<file path="config.mk">
export PLATFORM = sky130hd
export DESIGN_NAME = udma_uart_top
export DESIGN_NICKNAME = d
export VERILOG_FILES = /design/src/rtl/udma_uart_pkg.sv /design/src/rtl/udma_uart_rx.sv /design/src/rtl/udma_uart_top.sv
export SDC_FILE = /design/constraint.sdc
export NUM_CORES = 1
export LEC_CHECK = 0
export CORE_MARGIN = 8
export CORE_UTILIZATION = 40
export DETAILED_ROUTE_END_ITERATION = 16
export PLACE_DENSITY = 0.7
export SLEW_MARGIN = 20
export SYNTH_ARGS = -nofsm -noshare
export SYNTH_HDL_FRONTEND = slang
export SYNTH_SLANG_ARGS = --single-unit
</file>
<file path="constraint.sdc">
create_clock -name sys_clk_i -period 5.05 [get_ports sys_clk_i]
set_input_delay 1.01 -clock sys_clk_i [delete_from_list [all_inputs] [get_ports sys_clk_i]]
set_output_delay 1.01 -clock sys_clk_i [all_outputs]
set_load 0.02 [all_outputs]
</file>
<file path="src/rtl/udma_uart_pkg.sv">
// Shared definitions for the uDMA UART: register map, field positions,
// state encodings and character helpers.
package udma_uart_pkg;

  localparam logic [4:0] REG_RX_SADDR = 5'd0;
  localparam logic [4:0] REG_RX_SIZE  = 5'd1;
  localparam logic [4:0] REG_RX_CFG   = 5'd2;
  localparam logic [4:0] REG_TX_SADDR = 5'd4;
  localparam logic [4:0] REG_TX_SIZE  = 5'd5;
  localparam logic [4:0] REG_TX_CFG   = 5'd6;
  localparam logic [4:0] REG_STATUS   = 5'd8;
  localparam logic [4:0] REG_SETUP    = 5'd9;
  localparam logic [4:0] REG_ERROR    = 5'd10;

  localparam int CFG_CONT_BIT     = 0;
  localparam int CFG_EN_BIT       = 4;
  localparam int CFG_CLR_BIT      = 5;

  localparam int SETUP_PARITY_BIT = 0;
  localparam int SETUP_BITS_LSB   = 1;
  localparam int SETUP_STOP_BIT   = 3;
  localparam int SETUP_TX_EN_BIT  = 8;
  localparam int SETUP_RX_EN_BIT  = 9;
  localparam int SETUP_DIV_LSB    = 16;

  typedef enum logic [2:0] {
    TX_IDLE, TX_REQ, TX_WAIT_DATA, TX_START, TX_DATA, TX_PARITY, TX_STOP
  } tx_state_e;

  typedef enum logic [2:0] {
    RX_IDLE, RX_START, RX_DATA, RX_PARITY, RX_STOP
  } rx_state_e;

  // Keeps only the bits of a character that are actually on the wire (5..8).
  function automatic logic [7:0] char_mask(input logic [1:0] bits);
    char_mask = 8'hFF >> (3'd3 - {1'b0, bits});
  endfunction

  function automatic logic even_parity(input logic [7:0] data, input logic [1:0] bits);
    even_parity = ^(data & char_mask(bits));
  endfunction

endpackage

</file>
<file path="src/rtl/udma_uart_rx.sv">
// UART receiver: synchronises the serial line, samples each bit at mid-period
// and emits a one-cycle strobe with the character and its parity status.
module udma_uart_rx
  import udma_uart_pkg::*;
(
  input  logic        clk_i,
  input  logic        rstn_i,
  input  logic        rx_i,
  input  logic        rx_en_i,
  input  logic        parity_en_i,
  input  logic [1:0]  bits_i,
  input  logic [15:0] div_i,
  output logic        busy_o,
  output logic        char_valid_o,
  output logic        parity_err_o,
  output logic [7:0]  char_o
);

  rx_state_e   state_q, state_d;
  logic [2:0]  sync_q;
  logic [15:0] cnt_q, cnt_d;
  logic [2:0]  bit_q, bit_d;
  logic [7:0]  data_q, data_d;
  logic        par_q, par_d;
  logic        perr_q, perr_d;
  logic        valid_q, valid_d;
  logic        perr_out_q, perr_out_d;
  logic [7:0]  char_q, char_d;
  logic        rx_s, prev_s, mid_s;

  // sync_q[1] is the synchronised line, sync_q[2] its previous value for edge detection
  assign rx_s   = sync_q[1];
  assign prev_s = sync_q[2];
  assign mid_s  = (cnt_q == div_i - 16'd1);

  always_ff @(posedge clk_i or negedge rstn_i) begin
    if (!rstn_i) begin
      state_q    <= RX_IDLE;
      sync_q     <= 3'b000;
      cnt_q      <= 16'd0;
      bit_q      <= 3'd0;
      data_q     <= 8'd0;
      par_q      <= 1'b0;
      perr_q     <= 1'b0;
      valid_q    <= 1'b0;
      perr_out_q <= 1'b0;
      char_q     <= 8'd0;
    end else begin
      state_q    <= state_d;
      sync_q     <= {sync_q[1:0], rx_i};
      cnt_q      <= cnt_d;
      bit_q      <= bit_d;
      data_q     <= data_d;
      par_q      <= par_d;
      perr_q     <= perr_d;
      valid_q    <= valid_d;
      perr_out_q <= perr_out_d;
      char_q     <= char_d;
    end
  end

  always_comb begin
    state_d    = state_q;
    cnt_d      = cnt_q + 16'd1;
    bit_d      = bit_q;
    data_d     = data_q;
    par_d      = par_q;
    perr_d     = perr_q;
    valid_d    = 1'b0;
    perr_out_d = 1'b0;
    char_d     = char_q;
    case (state_q)
      RX_IDLE: begin
        cnt_d = 16'd0;
        if (prev_s && !rx_s) begin
          state_d = RX_START;
        end else begin
          state_d = RX_IDLE;
        end
      end
      RX_START: begin
        if (cnt_q == (div_i >> 1)) begin
          cnt_d  = 16'd0;
          bit_d  = 3'd0;
          data_d = 8'd0;
          par_d  = 1'b0;
          perr_d = 1'b0;
          state_d = rx_s ? RX_IDLE : RX_DATA;
        end else begin
          state_d = RX_START;
        end
      end
      RX_DATA: begin
        if (mid_s) begin
          cnt_d          = 16'd0;
          data_d[bit_q]  = rx_s;
          par_d          = par_q ^ rx_s;
          if (bit_q == {1'b1, bits_i}) begin
            state_d = parity_en_i ? RX_PARITY : RX_STOP;
          end else begin
            bit_d = bit_q + 3'd1;
          end
        end else begin
          state_d = RX_DATA;
        end
      end
      RX_PARITY: begin
        if (mid_s) begin
          cnt_d   = 16'd0;
          perr_d  = (rx_s != par_q);
          state_d = RX_STOP;
        end else begin
          state_d = RX_PARITY;
        end
      end
      RX_STOP: begin
        if (mid_s) begin
          state_d = RX_IDLE;
          if (rx_en_i) begin
            valid_d    = 1'b1;
            perr_out_d = perr_q;
            char_d     = data_q;
          end else begin
            valid_d = 1'b0;
          end
        end else begin
          state_d = RX_STOP;
        end
      end
      default: begin
        state_d = RX_IDLE;
      end
    endcase
  end

  assign busy_o       = (state_q != RX_IDLE);
  assign char_valid_o = valid_q;
  assign parity_err_o = perr_out_q;
  assign char_o       = char_q;

endmodule

</file>
<file path="src/rtl/udma_uart_top.sv">
// uDMA UART peripheral: configuration registers, DMA channel controls,
// transmit state machine and receive data/error handling.
module udma_uart_top
  import udma_uart_pkg::*;
#(
  parameter int L2_AWIDTH_NOAL = 19,
  parameter int TRANS_SIZE     = 20
) (
  input  logic                      sys_clk_i,
  input  logic                      rstn_i,
  input  logic                      uart_rx_i,
  output logic                      uart_tx_o,
  output logic                      rx_char_event_o,
  output logic                      err_event_o,
  input  logic [31:0]               cfg_data_i,
  input  logic [4:0]                cfg_addr_i,
  input  logic                      cfg_valid_i,
  input  logic                      cfg_rwn_i,
  output logic                      cfg_ready_o,
  output logic [31:0]               cfg_data_o,
  output logic [L2_AWIDTH_NOAL-1:0] cfg_rx_startaddr_o,
  output logic [TRANS_SIZE-1:0]     cfg_rx_size_o,
  output logic [1:0]                cfg_rx_datasize_o,
  output logic                      cfg_rx_continuous_o,
  output logic                      cfg_rx_en_o,
  output logic                      cfg_rx_clr_o,
  input  logic                      cfg_rx_en_i,
  input  logic                      cfg_rx_pending_i,
  input  logic [L2_AWIDTH_NOAL-1:0] cfg_rx_curr_addr_i,
  input  logic [TRANS_SIZE-1:0]     cfg_rx_bytes_left_i,
  output logic [L2_AWIDTH_NOAL-1:0] cfg_tx_startaddr_o,
  output logic [TRANS_SIZE-1:0]     cfg_tx_size_o,
  output logic [1:0]                cfg_tx_datasize_o,
  output logic                      cfg_tx_continuous_o,
  output logic                      cfg_tx_en_o,
  output logic                      cfg_tx_clr_o,
  input  logic                      cfg_tx_en_i,
  input  logic                      cfg_tx_pending_i,
  input  logic [L2_AWIDTH_NOAL-1:0] cfg_tx_curr_addr_i,
  input  logic [TRANS_SIZE-1:0]     cfg_tx_bytes_left_i,
  output logic                      data_tx_req_o,
  input  logic                      data_tx_gnt_i,
  output logic [1:0]                data_tx_datasize_o,
  input  logic [31:0]               data_tx_i,
  input  logic                      data_tx_valid_i,
  output logic                      data_tx_ready_o,
  output logic [1:0]                data_rx_datasize_o,
  output logic [31:0]               data_rx_o,
  output logic                      data_rx_valid_o,
  input  logic                      data_rx_ready_i
);

  logic [L2_AWIDTH_NOAL-1:0] rx_saddr_q, tx_saddr_q;
  logic [TRANS_SIZE-1:0]     rx_size_q, tx_size_q;
  logic rx_cont_q, tx_cont_q, rx_en_q, rx_clr_q, tx_en_q, tx_clr_q;
  logic setup_par_q, setup_stop_q, setup_tx_en_q, setup_rx_en_q;
  logic [1:0]  setup_bits_q;
  logic [15:0] setup_div_q, div_s;
  logic wr_s, rd_err_s;
  logic unused_s;

  tx_state_e   tx_state_q, tx_state_d;
  logic [15:0] tx_cnt_q, tx_cnt_d;
  logic [2:0]  tx_bit_q, tx_bit_d;
  logic [7:0]  tx_shift_q, tx_shift_d;
  logic        tx_par_q, tx_par_d, tx_stop_q, tx_stop_d, tx_q, tx_d, tx_done_s;

  logic        rx_busy_s, rx_char_valid_s, rx_par_err_s;
  logic [7:0]  rx_char_s;
  logic [31:0] data_rx_q, data_rx_d;
  logic rx_valid_q, rx_valid_d, rx_ev_q, rx_ev_d, err_ev_q, err_ev_d;
  logic err_ovf_q, err_ovf_d, err_par_q, err_par_d;

  assign wr_s      = cfg_valid_i && !cfg_rwn_i;
  assign rd_err_s  = cfg_valid_i && cfg_rwn_i && (cfg_addr_i == REG_ERROR);
  assign div_s     = (setup_div_q == 16'd0) ? 16'd1 : setup_div_q;
  assign unused_s  = ^{data_tx_i[31:8], cfg_data_i[15:10], cfg_data_i[7:6]};

  // Configuration registers; en/clr are self-clearing strobes
  always_ff @(posedge sys_clk_i or negedge rstn_i) begin
    if (!rstn_i) begin
      rx_saddr_q <= '0;  rx_size_q <= '0;  rx_cont_q <= 1'b0;
      tx_saddr_q <= '0;  tx_size_q <= '0;  tx_cont_q <= 1'b0;
      rx_en_q    <= 1'b0; rx_clr_q <= 1'b0; tx_en_q <= 1'b0; tx_clr_q <= 1'b0;
      setup_par_q <= 1'b0; setup_bits_q <= 2'd0; setup_stop_q <= 1'b0;
      setup_tx_en_q <= 1'b0; setup_rx_en_q <= 1'b0; setup_div_q <= 16'd0;
    end else begin
      rx_en_q  <= 1'b0;
      rx_clr_q <= 1'b0;
      tx_en_q  <= 1'b0;
      tx_clr_q <= 1'b0;
      if (wr_s) begin
        case (cfg_addr_i)
          REG_RX_SADDR: rx_saddr_q <= cfg_data_i[L2_AWIDTH_NOAL-1:0];
          REG_RX_SIZE:  rx_size_q  <= cfg_data_i[TRANS_SIZE-1:0];
          REG_RX_CFG: begin
            rx_cont_q <= cfg_data_i[CFG_CONT_BIT];
            rx_en_q   <= cfg_data_i[CFG_EN_BIT];
            rx_clr_q  <= cfg_data_i[CFG_CLR_BIT];
          end
          REG_TX_SADDR: tx_saddr_q <= cfg_data_i[L2_AWIDTH_NOAL-1:0];
          REG_TX_SIZE:  tx_size_q  <= cfg_data_i[TRANS_SIZE-1:0];
          REG_TX_CFG: begin
            tx_cont_q <= cfg_data_i[CFG_CONT_BIT];
            tx_en_q   <= cfg_data_i[CFG_EN_BIT];
            tx_clr_q  <= cfg_data_i[CFG_CLR_BIT];
          end
          REG_SETUP: begin
            setup_par_q   <= cfg_data_i[SETUP_PARITY_BIT];
            setup_bits_q  <= cfg_data_i[SETUP_BITS_LSB +: 2];
            setup_stop_q  <= cfg_data_i[SETUP_STOP_BIT];
            setup_tx_en_q <= cfg_data_i[SETUP_TX_EN_BIT];
            setup_rx_en_q <= cfg_data_i[SETUP_RX_EN_BIT];
            setup_div_q   <= cfg_data_i[SETUP_DIV_LSB +: 16];
          end
          default: ;
        endcase
      end
    end
  end

  // Register readback; address and CFG status bits come from the channel
  always_comb begin
    cfg_data_o = 32'd0;
    case (cfg_addr_i)
      REG_RX_SADDR: cfg_data_o = 32'(cfg_rx_curr_addr_i);
      REG_RX_SIZE:  cfg_data_o = 32'(cfg_rx_bytes_left_i);
      REG_RX_CFG:   cfg_data_o = {26'd0, cfg_rx_pending_i, cfg_rx_en_i, 3'd0, rx_cont_q};
      REG_TX_SADDR: cfg_data_o = 32'(cfg_tx_curr_addr_i);
      REG_TX_SIZE:  cfg_data_o = 32'(cfg_tx_bytes_left_i);
      REG_TX_CFG:   cfg_data_o = {26'd0, cfg_tx_pending_i, cfg_tx_en_i, 3'd0, tx_cont_q};
      REG_STATUS:   cfg_data_o = {30'd0, rx_busy_s, (tx_state_q != TX_IDLE)};
      REG_SETUP:    cfg_data_o = {setup_div_q, 6'd0, setup_rx_en_q, setup_tx_en_q,
                                  4'd0, setup_stop_q, setup_bits_q, setup_par_q};
      REG_ERROR:    cfg_data_o = {30'd0, err_par_q, err_ovf_q};
      default:      cfg_data_o = 32'd0;
    endcase
  end

  assign tx_done_s = (tx_cnt_q == div_s - 16'd1);

  // TX state and serial line registers
  always_ff @(posedge sys_clk_i or negedge rstn_i) begin
    if (!rstn_i) begin
      tx_state_q <= TX_IDLE;
      tx_cnt_q   <= 16'd0;
      tx_bit_q   <= 3'd0;
      tx_shift_q <= 8'd0;
      tx_par_q   <= 1'b0;
      tx_stop_q  <= 1'b0;
      tx_q       <= 1'b1;
    end else begin
      tx_state_q <= tx_state_d;
      tx_cnt_q   <= tx_cnt_d;
      tx_bit_q   <= tx_bit_d;
      tx_shift_q <= tx_shift_d;
      tx_par_q   <= tx_par_d;
      tx_stop_q  <= tx_stop_d;
      tx_q       <= tx_d;
    end
  end

  // TX next state: the line value is computed together with each transition
  always_comb begin
    tx_state_d = tx_state_q;
    tx_cnt_d   = tx_done_s ? 16'd0 : tx_cnt_q + 16'd1;
    tx_bit_d   = tx_bit_q;
    tx_shift_d = tx_shift_q;
    tx_par_d   = tx_par_q;
    tx_stop_d  = tx_stop_q;
    tx_d       = tx_q;
    case (tx_state_q)
      TX_IDLE: begin
        tx_cnt_d   = 16'd0;
        tx_state_d = setup_tx_en_q ? TX_REQ : TX_IDLE;
      end
      TX_REQ: begin
        tx_cnt_d   = 16'd0;
        tx_state_d = data_tx_gnt_i ? TX_WAIT_DATA : TX_REQ;
      end
      TX_WAIT_DATA: begin
        tx_cnt_d = 16'd0;
        if (data_tx_valid_i) begin
          tx_shift_d = data_tx_i[7:0] & char_mask(setup_bits_q);
          tx_par_d   = even_parity(data_tx_i[7:0], setup_bits_q);
          tx_d       = 1'b0;
          tx_state_d = TX_START;
        end else begin
          tx_state_d = TX_WAIT_DATA;
        end
      end
      TX_START: begin
        if (tx_done_s) begin
          tx_d       = tx_shift_q[0];
          tx_shift_d = tx_shift_q >> 1;
          tx_bit_d   = 3'd0;
          tx_state_d = TX_DATA;
        end else begin
          tx_state_d = TX_START;
        end
      end
      TX_DATA: begin
        if (tx_done_s && (tx_bit_q == {1'b1, setup_bits_q})) begin
          tx_stop_d  = 1'b0;
          tx_d       = setup_par_q ? tx_par_q : 1'b1;
          tx_state_d = setup_par_q ? TX_PARITY : TX_STOP;
        end else if (tx_done_s) begin
          tx_d       = tx_shift_q[0];
          tx_shift_d = tx_shift_q >> 1;
          tx_bit_d   = tx_bit_q + 3'd1;
        end else begin
          tx_state_d = TX_DATA;
        end
      end
      TX_PARITY: begin
        if (tx_done_s) begin
          tx_d       = 1'b1;
          tx_state_d = TX_STOP;
        end else begin
          tx_state_d = TX_PARITY;
        end
      end
      TX_STOP: begin
        if (tx_done_s && setup_stop_q && !tx_stop_q) begin
          tx_stop_d = 1'b1;
        end else if (tx_done_s) begin
          tx_state_d = TX_IDLE;
        end else begin
          tx_state_d = TX_STOP;
        end
      end
      default: begin
        tx_state_d = TX_IDLE;
        tx_d       = 1'b1;
      end
    endcase
  end

  udma_uart_rx u_rx (
    .clk_i        (sys_clk_i),
    .rstn_i       (rstn_i),
    .rx_i         (uart_rx_i),
    .rx_en_i      (setup_rx_en_q),
    .parity_en_i  (setup_par_q),
    .bits_i       (setup_bits_q),
    .div_i        (div_s),
    .busy_o       (rx_busy_s),
    .char_valid_o (rx_char_valid_s),
    .parity_err_o (rx_par_err_s),
    .char_o       (rx_char_s)
  );

  // RX handoff: a new character overwrites unconsumed data and flags overflow
  always_comb begin
    data_rx_d  = data_rx_q;
    rx_valid_d = rx_valid_q;
    rx_ev_d    = 1'b0;
    err_ev_d   = 1'b0;
    err_ovf_d  = rd_err_s ? 1'b0 : err_ovf_q;
    err_par_d  = rd_err_s ? 1'b0 : err_par_q;
    if (rx_char_valid_s) begin
      data_rx_d  = {24'd0, rx_char_s};
      rx_valid_d = 1'b1;
      rx_ev_d    = 1'b1;
      if (rx_valid_q && !data_rx_ready_i) begin
        err_ovf_d = 1'b1;
        err_ev_d  = 1'b1;
      end else begin
        err_ev_d  = 1'b0;
      end
      if (rx_par_err_s) begin
        err_par_d = 1'b1;
        err_ev_d  = 1'b1;
      end else begin
        err_par_d = err_par_d;
      end
    end else if (data_rx_ready_i) begin
      rx_valid_d = 1'b0;
    end else begin
      rx_valid_d = rx_valid_q;
    end
  end

  // RX data, event and error registers
  always_ff @(posedge sys_clk_i or negedge rstn_i) begin
    if (!rstn_i) begin
      data_rx_q  <= 32'd0;
      rx_valid_q <= 1'b0;
      rx_ev_q    <= 1'b0;
      err_ev_q   <= 1'b0;
      err_ovf_q  <= 1'b0;
      err_par_q  <= 1'b0;
    end else begin
      data_rx_q  <= data_rx_d;
      rx_valid_q <= rx_valid_d;
      rx_ev_q    <= rx_ev_d;
      err_ev_q   <= err_ev_d;
      err_ovf_q  <= err_ovf_d;
      err_par_q  <= err_par_d;
    end
  end

  assign cfg_ready_o         = 1'b1;
  assign uart_tx_o           = tx_q;
  assign rx_char_event_o     = rx_ev_q;
  assign err_event_o         = err_ev_q;
  assign cfg_rx_startaddr_o  = rx_saddr_q;
  assign cfg_rx_size_o       = rx_size_q;
  assign cfg_rx_datasize_o   = 2'b00;
  assign cfg_rx_continuous_o = rx_cont_q;
  assign cfg_rx_en_o         = rx_en_q;
  assign cfg_rx_clr_o        = rx_clr_q;
  assign cfg_tx_startaddr_o  = tx_saddr_q;
  assign cfg_tx_size_o       = tx_size_q;
  assign cfg_tx_datasize_o   = 2'b00;
  assign cfg_tx_continuous_o = tx_cont_q;
  assign cfg_tx_en_o         = tx_en_q;
  assign cfg_tx_clr_o        = tx_clr_q;
  assign data_tx_req_o       = (tx_state_q == TX_REQ);
  assign data_tx_ready_o     = (tx_state_q == TX_WAIT_DATA);
  assign data_tx_datasize_o  = 2'b00;
  assign data_rx_datasize_o  = 2'b00;
  assign data_rx_o           = data_rx_q;
  assign data_rx_valid_o     = rx_valid_q;

endmodule

</file>
### Yosys cells after proc, flatten, opt, wreduce, memory -nomap -nowiden

Cells that the tools add are included.

| storage, ports and cells | value |
|---|---|
| memories kept | 0 |
| RAM bits | 0 |
| register bits | 197 |
| latch bits | 0 |
| memory bits (read-only) | 0 |
| output and inout port bits | 163 |

| cells by class | value |
|---|---|
| multiplexer cells | 85 |
| equal/unequal tests | 38 |
| $lt $le $gt $ge | 2 |
| reduce and logical (&&, ||, !) cells | 46 |
| $add $sub $neg | 6 |
| divide/modulo/power cells | 0 |
| $mul | 0 |
| bitwise logic cells | 3 |
| shifts and indexed selects | 1 |

Operators with widths:

| kind | count |
|---|---|
| $pmux 32 s9 | 1 |
| $mux 16 | 5 |
| $mux 3 | 17 |
| $pmux 16 s3 | 1 |
| $mux 1 | 40 |
| $mux 8 | 5 |
| $add 16x1->16 const B | 2 |
| $eq 16x16->1 | 2 |
| $pmux 8 s3 | 1 |
| $pmux 3 s7 | 1 |
| $ne 2x2->1 const B | 9 |
| $reduce_and 2->1 | 9 |
| $reduce_and 3->1 | 6 |
| $eq 16x15->1 | 1 |
| $logic_not 16->1 | 1 |
| $pmux 8 s2 | 1 |
| $sub 16x1->16 const B | 1 |
| $eq 5x3->1 const B | 3 |
| $eq 5x4->1 const B | 3 |
| $pmux 3 s5 | 1 |
| $eq 3x2->1 const B | 4 |
| $eq 3x3->1 const B | 4 |
| $pmux 3 s2 | 2 |
| $reduce_bool 2->1 | 5 |
| other kinds (29) | 56 |

### Logic depth before layout (Yosys ltp)

| logic depth | value |
|---|---|
| word-level depth | 8 |
| mapped depth | 17 |

### By module

A second synthesis with hierarchy kept.

| unflattened totals | value |
|---|---|
| cells, all modules | 1,018 |
| area total of the unflattened synthesis | 10,914.2 um^2 |

By module, submodules not included:

| module | area each (um^2) | instances | seq. area each (um^2) | cells an instance |
|---|---|---|---|---|
| udma_uart_top | 7,848.8 | 1 | 3,804.9 | 691 |
| udma_uart_rx | 3,065.4 | 1 | 1,126.1 | 327 |

### Worst setup path after synthesis

Ideal clock, no wire load.

| timing path | value |
|---|---|
| path type | reg-to-reg |
| start | register setup_div_q[10] |
| end | register tx_shift_q[0] |
| arrival | 3.683 ns |
| path buffers | 3 |
| setup time | 0.125 ns |
| path slack | 1.242 ns |
| cell stages (with the launch flop) | 17 |
| period minus slack after synthesis | 3.808 ns |
| data required time | 4.925 ns |
| cell sequence | dfrtp_1 -> buf_2 -> nor4_2 -> and4_1 -> buf_2 -> a21oi_1 -> ha_1 -> nor3b_1 -> buf_2 -> nand3_1 -> mux2_2 -> mux2i_1 -> o2111ai_1 -> nor3_1 -> o2111ai_1 -> nand2_1 -> mux2_2 |

| on the way | value |
|---|---|
| cells in the longest elaborated chain, start to end | 7 |
| elaborated cells between the ends (all ways) | 10 |
| those cells by class | add/sub (1); eq/ne (2); mux (4); reduce/logical (3) |

RTL lines:

| what | line | text |
|---|---|---|
| from (decl) | udma_uart_top.sv:58 | `logic [15:0] setup_div_q, div_s;` |
| from (signal assigned) | udma_uart_top.sv:114 | `setup_div_q <= cfg_data_i[SETUP_DIV_LSB +: 16];` |
| $logic_not 16->1 | udma_uart_top.sv:76 | `assign div_s = (setup_div_q == 16'd0) ? 16'd1 : setup_div_q;` |
| $mux 16 * | udma_uart_top.sv:76 |  |
| $sub 16x1->16 * | udma_uart_top.sv:140 | `assign tx_done_s = (tx_cnt_q == div_s - 16'd1);` |
| $eq 16x16->1 * | udma_uart_top.sv:140 |  |
| $mux 8 / $logic_and 1x1->1 (equally long branches) | -- |  |
| $mux 8 / $ne 2x2->1 (equally long branches) | -- |  |
| $pmux 8 s3 / $reduce_and 3->1 (equally long branches) | -- |  |
| to (signal assigned) | udma_uart_top.sv:156 | `tx_shift_q <= tx_shift_d;` |
| to (decl) | udma_uart_top.sv:65 | `logic [7:0] tx_shift_q, tx_shift_d;` |

Every way passes the cells marked *; elsewhere a longest branch is shown, timed or not. The select of a mux whose other input is x is not followed.
A chain may end at the register's enable or synchronous reset.

### Worst setup path after layout

| timing path | value |
|---|---|
| start | register setup_div_q[7] |
| end | register tx_shift_q[1] |

Same word-level chain as after synthesis.

==> flow_metrics.env <==
export IMPL_syn_inst=1003
export IMPL_min_from="u_rx.sync_q[0]$_DFF_PN0_"
export IMPL_regToRegEndpoint="tx_shift_q[1]$_DFFE_PN0P_"
export IMPL_numCtsBuffers=17
export IMPL_post_drt_wl_per_cell_um=20.5
export IMPL_initial_core_util_pct=40.2
export IMPL_critPathTopFamily="simple AND/OR/NAND/NOR gates"
export IMPL_period_share_pct=91.6
export IMPL_synth_top_area_share_pct=45.9
export IMPL_power_switching_mw=1.70
export IMPL_synth_edf_count=0
export IMPL_fin_util_pct=53.5
export IMPL_post_cts_buffers=0
export IMPL_instances_no_fill=1603
export IMPL_fin_nets=1411
export IMPL_seq_area_frac_synth_pct=46.2
export IMPL_clock_skew_ns=0.0149
export IMPL_p_int_mw=3.22
export IMPL_first_iter_violations=538
export IMPL_pwr_share_comb_pct=31.8
export IMPL_crit_fanout=10
export IMPL_clock_root_buffer="clkbuf_16"
export IMPL_multi_input_area_um2=5270
export IMPL_grt_pass1_wl_um=51500
export IMPL_drt_pass1_iterations=7
export IMPL_wirelength_um=32800
export IMPL_yosys_area_top_type="dfrtp_1"
export IMPL_grt_max_degree=84
export IMPL_synthTopCellsByArea="dfrtp_1 (46%), mux2_2 (14%), xnor2_1 (4.3%), xor2_1 (3.2%), nor2_1 (2.8%)"
export IMPL_io_pins=322
export IMPL_die_h_um=179
export IMPL_drc=0
export IMPL_leakagePower_nw=6.18
export IMPL_ctsResizeCount=0
export IMPL_hold_viol_final=0
export IMPL_synth_top_family_by_area="multiplexers"
export IMPL_ant_nets=0
export IMPL_synth_fa_ha_area_share_pct=0.586
export IMPL_max_freq_mhz=216
export IMPL_cp_start_kind="flop"
export IMPL_regArea_um2=4930
export IMPL_path_cells="nor4_4 -> and4_1 -> a21oi_1 -> ha_1 -> nor3b_1 -> nand3_1 -> mux2_2 -> mux2i_1 -> o2111ai_1 -> nor3_1 -> o2111ai_1 -> nand2_1 -> mux2_2"
export IMPL_fin_crit_ns=4.63
export IMPL_ys_warn_count=0
export IMPL_ys_ff_latch=197
export IMPL_clock_sinks=197
export IMPL_crit_slowest_cell="nor3b_1"
export IMPL_cts_tree="built"
export IMPL_synthFlopType="dfrtp_1"
export IMPL_ff2ff_path_depth=13
export IMPL_grt_antenna_before_repair=4
export IMPL_vias_per_cell=5.34
export IMPL_htreeDepth=4
export IMPL_core_area_um2=26600
export IMPL_critPathKind="flop to flop"
export IMPL_async_flop_share_pct=100
export IMPL_hpwl_um=25100
export IMPL_final_layout_size_suffix_gt1_share_pct=17.7
export IMPL_synth_xor_area_share_pct=7.98
export IMPL_final_max_slew_viol_count=0
export IMPL_place_inst=1569
export IMPL_end_kind="flop"
export IMPL_holdPathEnd="u_rx.sync_q[1]$_DFF_PN0_"
export IMPL_worstSkewPairLatency_ns=0.44
export IMPL_clk_pin_slew_ns=0.07
export IMPL_grt_pass1_vias=9012
export IMPL_cp_required_ns=5.37
export IMPL_pre_cts_slack_ns=0.547
export IMPL_rsz0062_at_grt="no"
export IMPL_arrival_ns=4.94
export IMPL_seqPwrFrac_pct=39.8
export IMPL_cpPeakStageDelay_ns=0.66
export IMPL_fp_row_count=60
export IMPL_synth_mux_area_fraction_pct=14.9
export IMPL_vias=8561
export IMPL_fp_dieArea_um2=32200
export IMPL_cap_violations=0
export IMPL_status="finished, final reports clean"
export IMPL_clkPwrFrac_pct=28.4
export IMPL_sw_frac_of_total_pct=34.6
export IMPL_finalSetupTns_ns=0
export IMPL_syn2layout_area_growth_pct=33.2
export IMPL_netlist_area_um2=10700
export IMPL_timing_worst_slew_pin_value_ns=1.05
export IMPL_die_w_um=179
export IMPL_reg2reg_from="setup_div_q[7]$_DFFE_PN0P_"
export IMPL_synth_cell_type_count=76
export IMPL_r2r_setup_slack_ns=0.42
export IMPL_cp_num_buf_inv=0
export IMPL_vdd_drop_max_uv=243
export IMPL_grt_overflow_total=0
export IMPL_synth_compound_area_share_pct=10.5
export IMPL_finalWorstSetupSlack_ns=0.424
export IMPL_final_fill_count=2369
export IMPL_clk_path_buf_depth=2
export IMPL_slew_headroom_pct=30.0
export IMPL_syn_mean_instance_area_um2=10.6
export IMPL_yosys_area_share_simple_pct=14.0
export IMPL_powerDensity_nw_per_um2=346
export IMPL_hold_class="flop to flop"
export IMPL_grt_usage_pct=19.9
export IMPL_port_buffers=264
export IMPL_cts_hold_buffers=0
export IMPL_min_path_cells=0
export IMPL_gp_congestion=0.881
export IMPL_setup_viol=0
cells in the mapped netlist, types with 4 or more instances:
| master | count |
|---|---|
| a221o_1 | 8 |
| buf_4 | 35 |
| o21ai_1 | 9 |
| nand3b_1 | 5 |
| and2_1 | 13 |
| nor3_1 | 17 |
| dfrtp_1 | 196 |
| xnor2_1 | 53 |
| nand2b_1 | 9 |
| a22o_1 | 11 |
| buf_2 | 11 |
| inv_1 | 15 |
| nand4_1 | 8 |
| o31ai_1 | 14 |
| mux2_2 | 135 |
| nand2_1 | 61 |
| a21oi_1 | 13 |
| mux2i_1 | 6 |
| nor4_1 | 6 |
| xor2_1 | 39 |
| and3_1 | 17 |
| buf_6 | 4 |
| ha_1 | 5 |
| a22oi_1 | 24 |
| nor2_1 | 80 |
| buf_1 | 5 |
| o21a_1 | 4 |
| a31oi_1 | 11 |
| nor2b_1 | 5 |
| clkbuf_1 | 48 |
| nand3_1 | 48 |
| o21ai_0 | 25 |
routing by layer:
metal	vias to the layer above	part of all wire, %	global-route usage, %	wire [µm]
li1	3975	-	-	-
met1	4231	41	23.1	13400
met2	310	50	34.5	16300
met3	41	8.0	6.83	2630
met4	4	1.7	5.57	548
met5	-	0.067	0	22
stage by stage:
step           cell area [µm²]  hold slack [ns]  total power [mW]
4_1_cts                  14200            0.356              4.94
3_5_place_dp             13600            0.339              3.55
2_1_floorplan            10800            0.331              2.96
3_3_place_gp             13600            0.339              3.52
5_1_grt                  14200            0.362              5.15
6_report                 14200            0.356              4.92
flip-flops by register name (all words and copies together), names as in the netlist, 2 cells and up:
signal and count:
setup_div_q 16, cfg_rx_size_o 20, tx_state_q 3, tx_shift_q 8, data_rx_o 8, tx_bit_q 3, setup_bits_q 2, u_rx.cnt_q 16
u_rx.sync_q 3, cfg_tx_size_o 20, tx_cnt_q 16, cfg_tx_startaddr_o 19, u_rx.bit_q 3, u_rx.state_q 3, u_rx.data_q 8, u_rx.char_o 8
cfg_rx_startaddr_o 19
power by group through the flow:
stage | logic, mW | clock network (mW) | registers (mW)
after floorplan | 0.971 | 0 | 1.99
after global placement | 1.54 | 0 | 1.98
after detailed placement | 1.56 | 0 | 1.99
after CTS | 1.57 | 1.42 | 1.96
after global routing | 1.69 | 1.47 | 1.99
final | 1.57 | 1.40 | 1.96
logic make-up after synthesis:
kind of cell	Yosys count
AOI/OAI and AO/OA	152
xor gates and xnor gates	94
adders and majority gates	5
buffers and inverters	118
DFF	197
muxes	142
other	2
and+or+nand+nor	293
final cells by class:
class / count / share of cell area, %
Antenna cell: 2 / 0.0352
Clock buffer: 19 / 3.04
Clock inverter: 13 / 1.16
Inverter: 15 / 0.396
Multi-Input combinational cell: 719 / 37.0
Sequential cell: 197 / 34.7
Tap cell: 341 / 3.00
Timing Repair Buffer: 297 / 20.7
placed cells by master (no fill, tap or decap), types with 14 or more instances in the layout:
cell and n:
a22oi_1 24, and3_1 17, buf_4 29, clkbuf_16 17, clkdlybuf4s50_1 263, conb_1 33, dfrtp_1 196, inv_1 15
mux2_2 135, nand2_1 60, nand3_1 48, nor2_1 77, nor3_1 15, o21ai_0 25, o31ai_1 14, xnor2_1 53
xor2_1 39
worst max path at each step:
stage / endpoint / cells past startpoint / startpoint / slack (ns)
CTS: cfg_data_o[11] / 7 / cfg_addr_i[2] / 0.53
floorplan: tx_shift_q[0]$_DFFE_PN0P_ / 16 / setup_div_q[10]$_DFFE_PN0P_ / 1.24
global route: tx_shift_q[7]$_DFFE_PN0P_ / 15 / setup_div_q[9]$_DFFE_PN0P_ / 0.08
finish: tx_shift_q[1]$_DFFE_PN0P_ / 13 / setup_div_q[7]$_DFFE_PN0P_ / 0.42
detailed placement: cfg_data_o[11] / 7 / cfg_addr_i[2] / 0.55
global placement: cfg_data_o[4] / 7 / cfg_addr_i[0] / 0.57
Power figures use the tool's default switching activity.
==> edit, RTL diff (same settings) <==
Reset style: synchronous (`rstn_i`), changed in 4 clocked blocks.
--- a/src/rtl/udma_uart_rx.sv
+++ b/src/rtl/udma_uart_rx.sv
@@ -34,5 +34,5 @@
   assign mid_s  = (cnt_q == div_i - 16'd1);
 
-  always_ff @(posedge clk_i or negedge rstn_i) begin
+  always_ff @(posedge clk_i) begin
     if (!rstn_i) begin
       state_q    <= RX_IDLE;
--- a/src/rtl/udma_uart_top.sv
+++ b/src/rtl/udma_uart_top.sv
@@ -78,5 +78,5 @@
 
   // Configuration registers; en/clr are self-clearing strobes
-  always_ff @(posedge sys_clk_i or negedge rstn_i) begin
+  always_ff @(posedge sys_clk_i) begin
     if (!rstn_i) begin
       rx_saddr_q <= '0;  rx_size_q <= '0;  rx_cont_q <= 1'b0;
@@ -141,5 +141,5 @@
 
   // TX state and serial line registers
-  always_ff @(posedge sys_clk_i or negedge rstn_i) begin
+  always_ff @(posedge sys_clk_i) begin
     if (!rstn_i) begin
       tx_state_q <= TX_IDLE;
@@ -283,5 +283,5 @@
 
   // RX data, event and error registers
-  always_ff @(posedge sys_clk_i or negedge rstn_i) begin
+  always_ff @(posedge sys_clk_i) begin
     if (!rstn_i) begin
       data_rx_q  <= 32'd0;
Function: differs if rstn_i is asserted again (counterexample within 4 cycles, from zero or initial values and one cycle with rstn_i low); with rstn_i held inactive, the same outputs for 4 cycles.
==> edit against the original RTL <==
- cell area fell by 6.4%
- area after synthesis fell by 7.6%
- setup slack improved by 39 ps
- wire length grew 5.6%
- via count rose by 14%
- hold slack better by 92 ps
- sequential cell count unchanged
- first-iteration DRC count rose by 37%
- critical path depth fell by 6
- register-to-register slack improved by 140 ps
- highest routed layer unchanged
Power is not compared: it rests on default switching activity, and its combinational part moved more than twofold at a synthesized area within 25%.
==> edit: results (changes against the original RTL) <==
largest net degree at the start of global routing=87 (was 84); hold slack=448 ps (was 356 ps); final setup margin=463 ps (was 424 ps); Post-Place Setup Slack=285 ps (was 547 ps); Signal buffers=295 (was 297); multi-input combinational area share=40.5% (was 37.0%); register area=3940 um2 (was 4930 um2); Seq/Total Area, Yosys=40.0% (was 46.2%); Commonest cells post-synth=nand2_1, dfxtp_1, a21oi_1, nor2_1, clkbuf_1 (was dfrtp_1, mux2_2, nor2_1, nand2_1, xnor2_1); DR vias=9791 (was 8561); Initial DRC Count=739 (was 538); HPWL after DPL=26000 um (was 25100 um); fin nets=1664 (was 1411); crit-path max cell delay=630 ps (was 660 ps); Synth Flop Type=dfxtp_1 (was dfrtp_1); non-clk buf share=21.7% (was 20.7%); Worst Max-Slew Pin Slew=961 ps (was 1050 ps); initial antenna violation count=1 (was 4); Fillers=2249 (was 2369); status=complete, no violations (unchanged); syn_area_per_cell=7.73 um2 (was 10.6 um2); critical path's top delay family=buffers and inverters (was simple AND/OR/NAND/NOR gates); RePlAce Congestion=0.905 (was 0.881); Synth Area in Compound Gates=16.3% (was 10.5%); CP Max Fanout=5 (was 10); Critical Path AT=3580 ps (was 4940 ps); Pre-Repair DR Iteration Count=6 (was 7); WL/cell=18.9 um (was 20.5 um); Inverters=14 (was 15); CP max stage cell=clkdlybuf4s50_1 (was nor3b_1); post-synthesis xor/xnor area fraction=7.45% (was 7.98%); clock network area share=4.69% (was 4.20%); synth top area cells=dfxtp_1, nand2_1, a21oi_1 (was dfrtp_1, mux2_2, xnor2_1); multi-input gates=975 (was 719)
-- edit: changes by cell type after synthesis, moves of 12 or more --
| cell | before | now |
|---|---|---|
| a21oi_1 | 13 | 132 |
| a222oi_1 | 2 | 18 |
| and2_1 | 13 | 25 |
| clkbuf_1 | 48 | 77 |
| dfrtp_1 | 196 | 0 |
| dfxtp_1 | 0 | 197 |
| mux2_2 | 135 | 1 |
| nand2_1 | 61 | 302 |
| nor3_1 | 17 | 36 |
| xnor2_1 | 53 | 40 |
-- edit: power groups by stage --
stage	logic, mW	registers [mW]	clock network (mW)
final	0.360	1.56	1.44
after global routing	0.385	1.56	1.52
after CTS	0.358	1.56	1.46
after detailed placement	0.356	1.60	0
after global placement	0.356	1.60	0
after floorplan	0.191	1.60	0
-- edit: per-layer routing --
| metal | vias up | GRT usage [%] | share of wire (%) |
|---|---|---|---|
| met5 | - | 0 | 0.037 |
| met1 | 4630 | 27.0 | 42 |
| met4 | 2 | 6.00 | 1.9 |
| met3 | 40 | 8.19 | 9.4 |
| met2 | 354 | 37.2 | 47 |
| li1 | 4765 | - | - |
-- edit: stage by stage --
stage          total power, mW  utilization (%)
3_3_place_gp              1.96             52.3
3_5_place_dp              1.96             52.3
4_1_cts                   3.39             54.9
5_1_grt                   3.47             54.9
2_1_floorplan             1.79                -
6_report                  3.36             54.9
-- edit: final timing paths --
check / from / to / cells past startpoint
max reg2reg: setup_div_q[0] / tx_shift_q[7] / 14
min: u_rx.sync_q[0] / u_rx.sync_q[1] / 1
max: cfg_addr_i[1] / cfg_data_o[0] / 7
min reg2reg: u_rx.sync_q[0] / u_rx.sync_q[1] / 1
-- edit: repair_timing --
action                     CTS  global route
gates resized for setup      0             1
setup endpoints to repair    0             4
hold endpoints to repair     0             0
